===== src/rtl/edib_pkg.sv =====
// rtl/edib_pkg.sv - state encoding, rejection codes and default sizes shared by the edib framer
package edib_pkg;

   localparam int DEF_FIFO_DEPTH  = 16;
   localparam int DEF_MAX_LEN     = 16;
   localparam int DEF_TIMEOUT_CYC = 65535;

   typedef enum logic [2:0] {
      ST_IDLE = 3'd0,
      ST_LEN  = 3'd1,
      ST_DATA = 3'd2,
      ST_DONE = 3'd3,
      ST_ERR  = 3'd4
   } state_e;

   typedef enum logic [2:0] {
      ERR_TIMEOUT   = 3'd0,
      ERR_UNEXP_CMD = 3'd1,
      ERR_BAD_LEN   = 3'd2,
      ERR_OVERFLOW  = 3'd3,
      ERR_PARITY    = 3'd4
   } err_code_e;

endpackage


===== src/rtl/edib_frame_ctrl_if.sv =====
// rtl/edib_frame_ctrl_if.sv - receiver word stream and FIFO read port of the edib framer
interface edib_frame_ctrl_if
   import edib_pkg::*;
#(
   parameter int FIFO_DEPTH = DEF_FIFO_DEPTH
) ();
   localparam int CW = $clog2(FIFO_DEPTH) + 1;

   logic          RxDone;
   logic          RxType;
   logic [15:0]   RxData;
   logic          RxError;
   logic          RdEn;
   logic [15:0]   RdData;
   logic          FifoEmpty;
   logic [CW-1:0] FifoCount;

   modport master (
      output RxDone, RxType, RxData, RxError, RdEn,
      input  RdData, FifoEmpty, FifoCount
   );

   modport slave (
      input  RxDone, RxType, RxData, RxError, RdEn,
      output RdData, FifoEmpty, FifoCount
   );
endinterface


===== src/rtl/edib_word_fifo.sv =====
// rtl/edib_word_fifo.sv - first-word-fall-through payload FIFO with write-pointer snapshot/restore
module edib_word_fifo
   import edib_pkg::*;
#(
   parameter int DEPTH = DEF_FIFO_DEPTH
) (
   input  logic                    Clk,
   input  logic                    Rstn,
   input  logic                    push_i,
   input  logic [15:0]             wdata_i,
   input  logic                    pop_i,
   input  logic                    snap_i,
   input  logic                    restore_i,
   output logic [15:0]             rdata_o,
   output logic                    empty_o,
   output logic                    full_o,
   output logic [$clog2(DEPTH):0]  count_o
);
   localparam int AW = $clog2(DEPTH);

   logic [15:0] mem_q [DEPTH];
   logic [AW:0] wr_ptr_q, wr_ptr_d, rd_ptr_q, rd_ptr_d, snap_q;
   logic        do_push, do_pop;

   assign count_o = wr_ptr_q - rd_ptr_q;
   assign empty_o = (count_o == '0);
   assign full_o  = (count_o == (AW+1)'(DEPTH));
   assign rdata_o = mem_q[rd_ptr_q[AW-1:0]];

   assign do_pop  = pop_i & ~empty_o;
   assign do_push = push_i & ~full_o & ~restore_i;

   always_comb begin
      rd_ptr_d = rd_ptr_q + {{AW{1'b0}}, do_pop};
      wr_ptr_d = wr_ptr_q;
      if (restore_i) begin
         // The reader may already have consumed part of the discarded frame; never rewind behind it.
         if ((rd_ptr_d - snap_q) <= (wr_ptr_q - snap_q))
            wr_ptr_d = rd_ptr_d;
         else
            wr_ptr_d = snap_q;
      end else if (do_push) begin
         wr_ptr_d = wr_ptr_q + (AW+1)'(1);
      end
   end

   always_ff @(posedge Clk or negedge Rstn) begin
      if (!Rstn) begin
         wr_ptr_q <= '0;
         rd_ptr_q <= '0;
         snap_q   <= '0;
      end else begin
         wr_ptr_q <= wr_ptr_d;
         rd_ptr_q <= rd_ptr_d;
         if (snap_i)
            snap_q <= wr_ptr_q;
      end
   end

   always_ff @(posedge Clk) begin
      if (do_push)
         mem_q[wr_ptr_q[AW-1:0]] <= wdata_i;
   end
endmodule


===== src/rtl/edib_frame_ctrl.sv =====
// rtl/edib_frame_ctrl.sv - command/length/payload framer feeding a rollback FIFO; parity reject under EDIB_FRAME_CTRL_PARITY_EN
module edib_frame_ctrl
   import edib_pkg::*;
#(
   parameter int FIFO_DEPTH  = DEF_FIFO_DEPTH,
   parameter int MAX_LEN     = DEF_MAX_LEN,
   parameter int TIMEOUT_CYC = DEF_TIMEOUT_CYC
) (
   input  logic              Clk,
   input  logic              Rstn,
   edib_frame_ctrl_if.slave  bus,
   input  logic              Abort,
   output logic [15:0]       CmdWord,
   output logic              FrameDone,
   output logic              FrameErr,
   output logic [2:0]        ErrCode,
   output logic              Busy
);
   localparam int             TW        = $clog2(TIMEOUT_CYC + 1);
   localparam logic [TW-1:0]  TMO_LIMIT = TW'(TIMEOUT_CYC);
   localparam logic [15:0]    MAX_LEN_W = 16'(MAX_LEN);

   state_e        state_q, state_d;
   err_code_e     code_q, code_d, fail_code;
   logic [15:0]   cmd_q, cmd_d, rem_q, rem_d, wdata_q;
   logic [TW-1:0] tmo_q, tmo_d;
   logic          rxdone_q, strobe_q, wtype_q, werr_q;
   logic          perr, fail, push, snap, restore, fifo_full, in_frame;

`ifdef EDIB_FRAME_CTRL_PARITY_EN
   assign perr = werr_q;
`else
   logic unused_werr;
   assign unused_werr = werr_q;
   assign perr        = 1'b0;
`endif

   assign in_frame = (state_q == ST_LEN) || (state_q == ST_DATA);

   // Word is captured together with its strobe so the FSM sees a stable copy one cycle after the edge.
   always_ff @(posedge Clk or negedge Rstn) begin
      if (!Rstn) begin
         rxdone_q <= 1'b0;
         strobe_q <= 1'b0;
         wtype_q  <= 1'b0;
         wdata_q  <= '0;
         werr_q   <= 1'b0;
      end else begin
         rxdone_q <= bus.RxDone;
         strobe_q <= bus.RxDone & ~rxdone_q;
         if (bus.RxDone & ~rxdone_q) begin
            wtype_q <= bus.RxType;
            wdata_q <= bus.RxData;
            werr_q  <= bus.RxError;
         end
      end
   end

   always_ff @(posedge Clk or negedge Rstn) begin
      if (!Rstn) begin
         state_q <= ST_IDLE;
         code_q  <= ERR_TIMEOUT;
         cmd_q   <= '0;
         rem_q   <= '0;
         tmo_q   <= '0;
      end else begin
         state_q <= state_d;
         code_q  <= code_d;
         cmd_q   <= cmd_d;
         rem_q   <= rem_d;
         tmo_q   <= tmo_d;
      end
   end

   always_comb begin
      state_d   = state_q;
      cmd_d     = cmd_q;
      code_d    = code_q;
      rem_d     = rem_q;
      push      = 1'b0;
      snap      = 1'b0;
      restore   = 1'b0;
      fail      = 1'b0;
      fail_code = ERR_TIMEOUT;
      tmo_d     = (strobe_q || !in_frame) ? '0 : tmo_q + TW'(1);

      case (state_q)
         ST_IDLE: begin
            if (strobe_q && !perr && !wtype_q) begin
               cmd_d   = wdata_q;
               snap    = 1'b1;
               state_d = ST_LEN;
            end
         end
         ST_LEN: begin
            if (strobe_q) begin
               if (perr) begin
                  fail      = 1'b1;
                  fail_code = ERR_PARITY;
               end else if (!wtype_q) begin
                  cmd_d = wdata_q;
                  snap  = 1'b1;
               end else if (wdata_q == 16'd0) begin
                  state_d = ST_DONE;
               end else if (wdata_q > MAX_LEN_W) begin
                  fail      = 1'b1;
                  fail_code = ERR_BAD_LEN;
               end else begin
                  rem_d   = wdata_q;
                  state_d = ST_DATA;
               end
            end else if (tmo_q == TMO_LIMIT) begin
               fail = 1'b1;
            end
         end
         ST_DATA: begin
            if (strobe_q) begin
               if (perr) begin
                  fail      = 1'b1;
                  fail_code = ERR_PARITY;
               end else if (!wtype_q) begin
                  fail      = 1'b1;
                  fail_code = ERR_UNEXP_CMD;
               end else if (fifo_full) begin
                  fail      = 1'b1;
                  fail_code = ERR_OVERFLOW;
               end else begin
                  push  = 1'b1;
                  rem_d = rem_q - 16'd1;
                  if (rem_q == 16'd1)
                     state_d = ST_DONE;
               end
            end else if (tmo_q == TMO_LIMIT) begin
               fail = 1'b1;
            end
         end
         default: state_d = ST_IDLE;
      endcase

      if (fail) begin
         state_d = ST_ERR;
         code_d  = fail_code;
         restore = 1'b1;
      end

      // Abort wins over any word acted on this cycle; only an open frame has anything to roll back.
      if (Abort) begin
         state_d = ST_IDLE;
         cmd_d   = cmd_q;
         code_d  = code_q;
         push    = 1'b0;
         snap    = 1'b0;
         restore = in_frame;
      end
   end

   edib_word_fifo #(
      .DEPTH (FIFO_DEPTH)
   ) u_fifo (
      .Clk       (Clk),
      .Rstn      (Rstn),
      .push_i    (push),
      .wdata_i   (wdata_q),
      .pop_i     (bus.RdEn),
      .snap_i    (snap),
      .restore_i (restore),
      .rdata_o   (bus.RdData),
      .empty_o   (bus.FifoEmpty),
      .full_o    (fifo_full),
      .count_o   (bus.FifoCount)
   );

   assign CmdWord   = cmd_q;
   assign ErrCode   = code_q;
   assign FrameDone = (state_q == ST_DONE);
   assign FrameErr  = (state_q == ST_ERR);
   assign Busy      = in_frame;
endmodule


===== src/flat_wrapper.sv =====
// flat-port wrapper written by rule: the top's interface ports become plain ports
module edib_frame_ctrl_flat import edib_pkg::*;
#(
   parameter int FIFO_DEPTH  = DEF_FIFO_DEPTH,
   parameter int MAX_LEN     = DEF_MAX_LEN,
   parameter int TIMEOUT_CYC = DEF_TIMEOUT_CYC
)
  (Clk, Rstn, Abort, CmdWord, FrameDone, FrameErr, ErrCode, Busy, bus_RxDone, bus_RxType, bus_RxData, bus_RxError, bus_RdEn, bus_RdData, bus_FifoEmpty, bus_FifoCount);
  edib_frame_ctrl_if #(.FIFO_DEPTH(FIFO_DEPTH)) bus_i ();
  input  logic Clk;
  input  logic Rstn;
  input  logic Abort;
  output logic [15:0] CmdWord;
  output logic FrameDone;
  output logic FrameErr;
  output logic [2:0] ErrCode;
  output logic Busy;
  input wire logic [$bits(bus_i.RxDone)-1:0] bus_RxDone;
  input wire logic [$bits(bus_i.RxType)-1:0] bus_RxType;
  input wire logic [$bits(bus_i.RxData)-1:0] bus_RxData;
  input wire logic [$bits(bus_i.RxError)-1:0] bus_RxError;
  input wire logic [$bits(bus_i.RdEn)-1:0] bus_RdEn;
  output wire logic [$bits(bus_i.RdData)-1:0] bus_RdData;
  output wire logic [$bits(bus_i.FifoEmpty)-1:0] bus_FifoEmpty;
  output wire logic [$bits(bus_i.FifoCount)-1:0] bus_FifoCount;
  assign bus_i.RxDone = bus_RxDone;
  assign bus_i.RxType = bus_RxType;
  assign bus_i.RxData = bus_RxData;
  assign bus_i.RxError = bus_RxError;
  assign bus_i.RdEn = bus_RdEn;
  assign bus_RdData = bus_i.RdData;
  assign bus_FifoEmpty = bus_i.FifoEmpty;
  assign bus_FifoCount = bus_i.FifoCount;
  edib_frame_ctrl #(.FIFO_DEPTH(FIFO_DEPTH), .MAX_LEN(MAX_LEN), .TIMEOUT_CYC(TIMEOUT_CYC)) u_core (.Clk(Clk), .Rstn(Rstn), .bus(bus_i), .Abort(Abort), .CmdWord(CmdWord), .FrameDone(FrameDone), .FrameErr(FrameErr), .ErrCode(ErrCode), .Busy(Busy));
endmodule

===== config.mk =====
export PLATFORM = sky130hd
export DESIGN_NAME = edib_frame_ctrl_flat
export DESIGN_NICKNAME = d
export VERILOG_FILES = /design/src/rtl/edib_pkg.sv /design/src/rtl/edib_frame_ctrl_if.sv /design/src/rtl/edib_word_fifo.sv /design/src/rtl/edib_frame_ctrl.sv /design/src/flat_wrapper.sv
export SDC_FILE = /design/constraint.sdc
export NUM_CORES = 1
export LEC_CHECK = 0
export CAP_MARGIN = 15
export CORE_MARGIN = 4
export CORE_UTILIZATION = 55
export DETAILED_ROUTE_END_ITERATION = 6
export PLACE_DENSITY = 0.74
export SLEW_MARGIN = 20
export SYNTH_ARGS = -nofsm -noshare
export SYNTH_HDL_FRONTEND = slang
export SYNTH_SLANG_ARGS = --single-unit

===== constraint.sdc =====
create_clock -name Clk -period 12.82 [get_ports Clk]
set_input_delay 1.923 -clock Clk [delete_from_list [all_inputs] [get_ports Clk]]
set_output_delay 1.923 -clock Clk [all_outputs]
set_load 0.02 [all_outputs]

Word level (Yosys, flattened, before mapping)
Memories as Yosys holds them, arrays and structs flattened.
Index checks and enable logic that the tools add are counted.
{"block": "word_totals", "ram_bits": 256, "output_inout_bits": 44, "input_bits": 23, "register_bits": 88, "mem_count": 1, "romBits": 0, "word_cells": 129, "latch_bits": 0}
{"block": "op_classes", "order_cmp": 2, "n_mul": 0, "shift": 0, "eq_ne": 24, "n_mux": 59, "reduce_logical": 15, "addsub": 7, "bitwise_logic": 9, "div_mod_pow": 0}
{"name": "u_core.u_fifo.mem_q", "words": 16, "width": 16, "read_ports": 1, "rd_clocked_by_memory_dff": 0, "write_ports": 1, "line": "edib_word_fifo.sv:21", "rtl": "logic [15:0] mem_q [DEPTH];"}
{"operator": "$mux 16", "count": 11}
{"operator": "$pmux 16 s2", "count": 2}
{"operator": "$mux 3", "count": 16}
{"operator": "$mux 1", "count": 21}
{"operator": "$ne 4x2->1 const B", "count": 5}
{"operator": "$add 16x1->16 const B", "count": 1}
{"operator": "$eq 16x1->1 const B", "count": 1}
{"operator": "$eq 16x16->1 const B", "count": 1}
{"operator": "$gt 16x5->1 const B", "count": 1}
{"operator": "$logic_not 16->1", "count": 1}
{"operator": "$reduce_and 8->1", "count": 2}
{"operator": "$sub 16x1->16 const B", "count": 1}
{"operator": "$mux 5", "count": 3}
{"operator": "$sub 5x5->5", "count": 3}
{"operator": "$ne 2x1->1 const B", "count": 5}
{"operator": "$pmux 3 s3", "count": 1}
{"operator": "$ne 2x2->1 const B", "count": 4}
{"operator": "$ne 4x3->1 const B", "count": 2}
{"operator": "$eq 3x2->1 const B", "count": 2}
{"operator": "$pmux 3 s2", "count": 1}
{"operator": "$reduce_bool 2->1", "count": 3}
{"operator": "$add 5x1->5", "count": 1}
{"operator": "$add 5x1->5 const B", "count": 1}
{"operator": "$eq 5x5->1 const B", "count": 1}
{"operator": "15 further kinds", "count": 26}

Depth between registers and ports, before layout
{"block": "depth", "ltp_word": 12, "depth_mapped": 23, "mapped_depth_nobuf": 22}

By module
Synthesis repeated with hierarchy kept, for this count alone.
{"block": "hier_totals", "cells_unflattened": 857, "area_unflattened_um2": 14737.9}
{"mod": "edib_word_fifo", "seq_area_each_um2": 8062.7, "n_inst": 1, "cells_each": 524, "area_per_inst_um2": 11160.7}
{"mod": "edib_frame_ctrl", "seq_area_each_um2": 1801.7, "n_inst": 1, "cells_each": 333, "area_per_inst_um2": 3577.2}

Worst setup path before layout
OpenSTA, ideal clock, no wires.
{"block": "synth_path", "kind": "register to register", "start": "register u_core.u_fifo.rd_ptr_q[3]", "end": "register u_core.u_fifo.wr_ptr_q[1]", "synth_period_minus_slack_ns": 5.182, "t_required_ns": 12.694, "stages_incl_launch_ff": 23, "slack_ns": 7.638, "path_buffers": 2, "setup_time_ns": 0.126, "arrival_ns": 5.056, "cell_sequence": "dfrtp_1 > clkbuf_1 > clkinv_1 > clkbuf_1 > ha_1 > nor2_1 > a21oi_1 > xnor2_1 > a21oi_1 > nor2b_1 > ha_1 > ha_1 > xor2_1 > ha_1 > a21o_1 > a21oi_1 > xnor2_1 > ha_1 > mux2i_1 > a21oi_1 > mux2i_1 > nor2_1 > a221o_1"}
{"block": "synth_between", "elab_cells_between_ends": 26, "classes_between": "add/sub (3); order compare (1); eq/ne (1); mux (13); bitwise (6); reduce/logical (2)"}
{"element": "start: declaration", "line": "edib_word_fifo.sv:22", "rtl": "logic [AW:0] wr_ptr_q, wr_ptr_d, rd_ptr_q, rd_ptr_d, snap_q;"}
{"element": "start signal: assignment", "line": "edib_word_fifo.sv:54", "rtl": "rd_ptr_q <= rd_ptr_d;"}
{"element": "$sub 5x5->5", "line": "edib_word_fifo.sv:25", "rtl": "assign count_o = wr_ptr_q - rd_ptr_q;"}
{"element": "named net bus_FifoCount[4]", "line": "flat_wrapper.sv:25", "rtl": "output wire logic [$bits(bus_i.FifoCount)-1:0] bus_FifoCount;"}
{"element": "$logic_not 5->1", "line": "edib_word_fifo.sv:26", "rtl": "assign empty_o = (count_o == '0);"}
{"element": "named net bus_FifoEmpty", "line": "flat_wrapper.sv:24", "rtl": "output wire logic [$bits(bus_i.FifoEmpty)-1:0] bus_FifoEmpty;"}
{"element": "$not 1->1", "line": "edib_word_fifo.sv:30", "rtl": "assign do_pop = pop_i & ~empty_o;"}
{"element": "$and 1x1->1", "line": "edib_word_fifo.sv:30"}
{"element": "$add 5x1->5", "line": "edib_word_fifo.sv:34", "rtl": "rd_ptr_d = rd_ptr_q + {{AW{1'b0}}, do_pop};"}
{"element": "named net u_core.u_fifo.rd_ptr_d[2]", "line": "edib_word_fifo.sv:22"}
{"element": "$sub 5x5->5", "line": "edib_word_fifo.sv:38", "rtl": "if ((rd_ptr_d - snap_q) <= (wr_ptr_q - snap_q))"}
{"element": "$le 5x5->1", "line": "edib_word_fifo.sv:38"}
{"element": "$mux 5", "line": "edib_word_fifo.sv:38"}
{"element": "$mux 5", "line": "edib_word_fifo.sv:36", "rtl": "if (restore_i) begin"}
{"element": "end signal: assignment", "line": "edib_word_fifo.sv:53", "rtl": "wr_ptr_q <= wr_ptr_d;"}
{"element": "end: declaration", "line": "edib_word_fifo.sv:22"}
The timed path passes the listed nets, and every way through them passes these cells.
A chain may end at the register's enable or synchronous reset.

Worst setup path after layout
{"block": "layout_path", "start": "register u_core.u_fifo.rd_ptr_q[3]", "end": "register u_core.u_fifo.wr_ptr_q[1]"}
{"block": "layout_between", "elab_cells_between_ends": 26, "classes_between": "add/sub (3); order compare (1); eq/ne (1); mux (13); bitwise (6); reduce/logical (2)"}
{"element": "$sub 5x5->5", "line": "edib_word_fifo.sv:25"}
{"element": "$logic_not 5->1", "line": "edib_word_fifo.sv:26"}
{"element": "$not 1->1", "line": "edib_word_fifo.sv:30"}
{"element": "$and 1x1->1", "line": "edib_word_fifo.sv:30"}
{"element": "$add 5x1->5", "line": "edib_word_fifo.sv:34"}
{"element": "named net u_core.u_fifo.rd_ptr_d[2]", "line": "edib_word_fifo.sv:22"}
{"element": "$sub 5x5->5", "line": "edib_word_fifo.sv:38"}
{"element": "$le 5x5->1", "line": "edib_word_fifo.sv:38"}
{"element": "$mux 5", "line": "edib_word_fifo.sv:38"}
{"element": "$mux 5", "line": "edib_word_fifo.sv:36"}
The timed path passes the listed nets, and every way through them passes these cells.

==> impl_metrics.tcl <==
set metrics [dict create \
    synthArstFlopShare_pct 25.36 \
    syn_area_um2 14710 \
    maxCapViolations 0 \
    arrival_ps 7150 \
    pin_count 67 \
    drive_above_1_share_pct 13.79 \
    required_ps 13220 \
    row_count 59 \
    cts_hold_buf 0 \
    worstMarginPinSlew_ps 1124 \
    yosys.cell_types.count 59 \
    use_met1_pct 29.84 \
    avgSynthCellArea_um2 15.33 \
    cts-resized-gates 0 \
    fp.coreArea_um2 26210 \
    cp-end-kind "flop" \
    power.density_nw_per_um2 239.9 \
    maxSlewViolCount 0 \
    met2_usage_pct 37.04 \
    cts_tree "built" \
    hold_viol 0 \
    peakVddDrop_uv 183.4 \
    ctsLongestPathBuffers 3 \
    max_slew_margin_pct 25.05 \
    grt_overflow 0 \
    cp_max_fo 19 \
    routedWlPerCell_um 22.68 \
    grt_antenna_before_repair 0 \
    grt_pass1_wl_um 49570 \
    syn-num-nets 1011 \
    syn2layout_area_growth_pct 13.83 \
    synth_edf_count 256 \
    crit_type "flop to flop" \
    clk_pin_slew_ps 60 \
    fin_crit_sh_pct 52.66 \
    final_cell_mix "edfxtp_1 (256), dfrtp_1 (86), mux2i_1 (71)" \
    switching_share_pct 35.40 \
    internal-power_mw 2.594 \
    chipHeight_um 171.5 \
    grt_use_total_pct 22.06 \
    combPwrFrac_pct 38.5 \
    start_kind "flop" \
    crit_buf_inv 1 \
    worstSkewPairLatency_ps 520 \
    fp.dieW_um 171.5 \
    htree_levels 2 \
    final_area_um2 16740 \
    root_buffer "clkbuf_16" \
    busiest_layer "met2" \
    antennaDiodeCount 0 \
    post_cts_buffers 0 \
    grt_use_met3_pct 4.413 \
    drt-total-wl_um 31280 \
    power.share.sequential_pct 37.3 \
    ant_nets 0 \
    vias_per_cell 6.138 \
    ff_latch_area_um2 9868 \
    vias 8464 \
    cpLargestDelayFamily "adder cells" \
    setup_viol 0 \
    fill_cells 1839 \
    slowest_stage "dfrtp_1" \
    grt_max_degree 58 \
    firstDrtPassIters 5 \
    cts-buffers-inserted 35 \
    p_leak_nw 6.045 \
    seq_area_frac_synth_pct 67.08 \
    synth-main-ff-cell "edfxtp_1" \
    rsz0062_at_grt "no" \
    status "completed" \
    grt_pass1_vias 8738 \
    power.clock.fraction_pct 24.2 \
    fp.dieArea_um2 29420 \
    drc 0 \
    min_period_ps 6751 \
    hpwl_um 18140 \
    fmax_mhz 148.1 \
    io_buffers 64 \
    path_cells "clkinv_1, ha_1, nor2_1, a21oi_1, xnor2_1, a21oi_1, nor2b_1, ha_1, ha_1, xor2_1, ha_1, a21o_1, a21oi_1, xnor2_1, ha_1, mux2i_1, a21oi_1, mux2i_1, nor2_1, a221o_1" \
    hold_class "flop to flop" \
    finClkSkew_ps 17.78 \
    slowest_delay_ps 990 \
    nNetsFinal 1071 \
    syn_inst 959 \
    drtIter0Drc 641 \
    multi_input_area_um2 4536 \
    tns_ps 0 \
    clock-sinks 343 \
    p_sw_mw 1.421 \
    dpl_cell_area_um2 15640 \
    yosys_warnings 0 \
    cp_common_cell "ha_1" \
    final_common_cell "edfxtp_1" \
    yosys_register_bits 343 \
    gp_congestion 0.8309 \
    p_total_mw 4.016 \
    start_util_pct 56.11 \
]
Yosys cell counts (15+ instances only):
| master | count | area share (%) |
|---|---|---|
| a21oi_1 | 33 | 1.1 |
| dfrtp_1 | 87 | 15 |
| inv_1 | 29 | 0.74 |
| mux2i_1 | 71 | 4.8 |
| ha_1 | 26 | 2.2 |
| edfxtp_1 | 256 | 52 |
| clkbuf_1 | 29 | 0.74 |
| a22oi_1 | 16 | 0.82 |
| o21ai_0 | 34 | 1.2 |
| xor2_1 | 15 | 0.89 |
| nand2_1 | 46 | 1.2 |
| a221oi_1 | 32 | 1.9 |
| mux2_2 | 37 | 2.8 |
| nor2_1 | 36 | 0.92 |
| mux4_2 | 32 | 4.9 |
routing by layer:
| metal | vias to the layer above | routed length (um) |
|---|---|---|
| met5 | - | 0 |
| met4 | 0 | 572 |
| met3 | 41 | 1953 |
| met2 | 306 | 15730 |
| met1 | 4279 | 13030 |
| li1 | 3838 | - |
final timing paths:
path / startpoint / to / slack [ps] / cells after the start
worst max-delay path: u_core.u_fifo.rd_ptr_q[3] / u_core.u_fifo.wr_ptr_q[1] / 6070 / 20
worst min-delay path: u_core.rem_q[15] / u_core.rem_q[15] / 480 / 1
worst max register to register: u_core.u_fifo.rd_ptr_q[3] / u_core.u_fifo.wr_ptr_q[1] / 6070 / 20
worst min register to register: u_core.rem_q[15] / u_core.rem_q[15] / 480 / 1
max in group asynchronous: Rstn / u_core.u_fifo.rd_ptr_q[0] / 10320 / 2
min in group asynchronous: Rstn / u_core.CmdWord[9] / 1340 / 1
final cells by class:
type                    count  area share, %
multi-input cells         535          27.10
well taps                 335          2.504
flip-flops and latches    343          58.95
clock inverters            19         0.9119
inverters                  30         0.6727
repair buffers             74          4.261
clock buffers              43          5.599
registers in the layout, indices dropped and copies added (netlist names):
| register | cells |
|---|---|
| u_core.CmdWord | 16 |
| u_core.ErrCode | 2 |
| u_core.rem_q | 16 |
| u_core.rxdone_q | 1 |
| u_core.state_q | 3 |
| u_core.strobe_q | 1 |
| u_core.tmo_q | 16 |
| u_core.u_fifo.mem_q | 256 |
| u_core.u_fifo.rd_ptr_q | 5 |
| u_core.u_fifo.snap_q | 5 |
| u_core.u_fifo.wr_ptr_q | 5 |
| u_core.wdata_q | 16 |
| u_core.wtype_q | 1 |
cells by family after synthesis:
group	after synthesis	share of synthesized area, %
xor gates and xnor gates	29	1.727
buffers and inverters	81	2.416
AOI/OAI and AO/OA	153	6.969
adders and majority gates	29	2.621
muxes	140	12.57
DFF	343	67.08
and+or+nand+nor	183	6.594
other	1	0.02550
metrics by stage:
| step | hold slack, ps | util [%] | worst slack [ps] | std cells |
|---|---|---|---|---|
| finish | 483.9 | 63.87 | 6069 | 1379 |
| global route | 520.4 | 63.87 | 5610 | 1379 |
| CTS | 489.2 | 63.85 | 6007 | 1379 |
| detailed placement | 479.8 | 59.69 | 6095 | 1317 |
| global placement | 462.3 | 59.69 | 6095 | 1317 |
| floorplan | 443.6 | - | 7638 | 959 |
power by group through the flow:
stage	registers (mW)	clock network (mW)	logic [mW]
after floorplan	1.43	0	1.10
after global placement	1.51	0	1.52
after detailed placement	1.52	0	1.54
after CTS	1.50	0.983	1.56
after global routing	1.52	1.03	1.70
final	1.50	0.970	1.55
(Power assumes the default switching activity.)
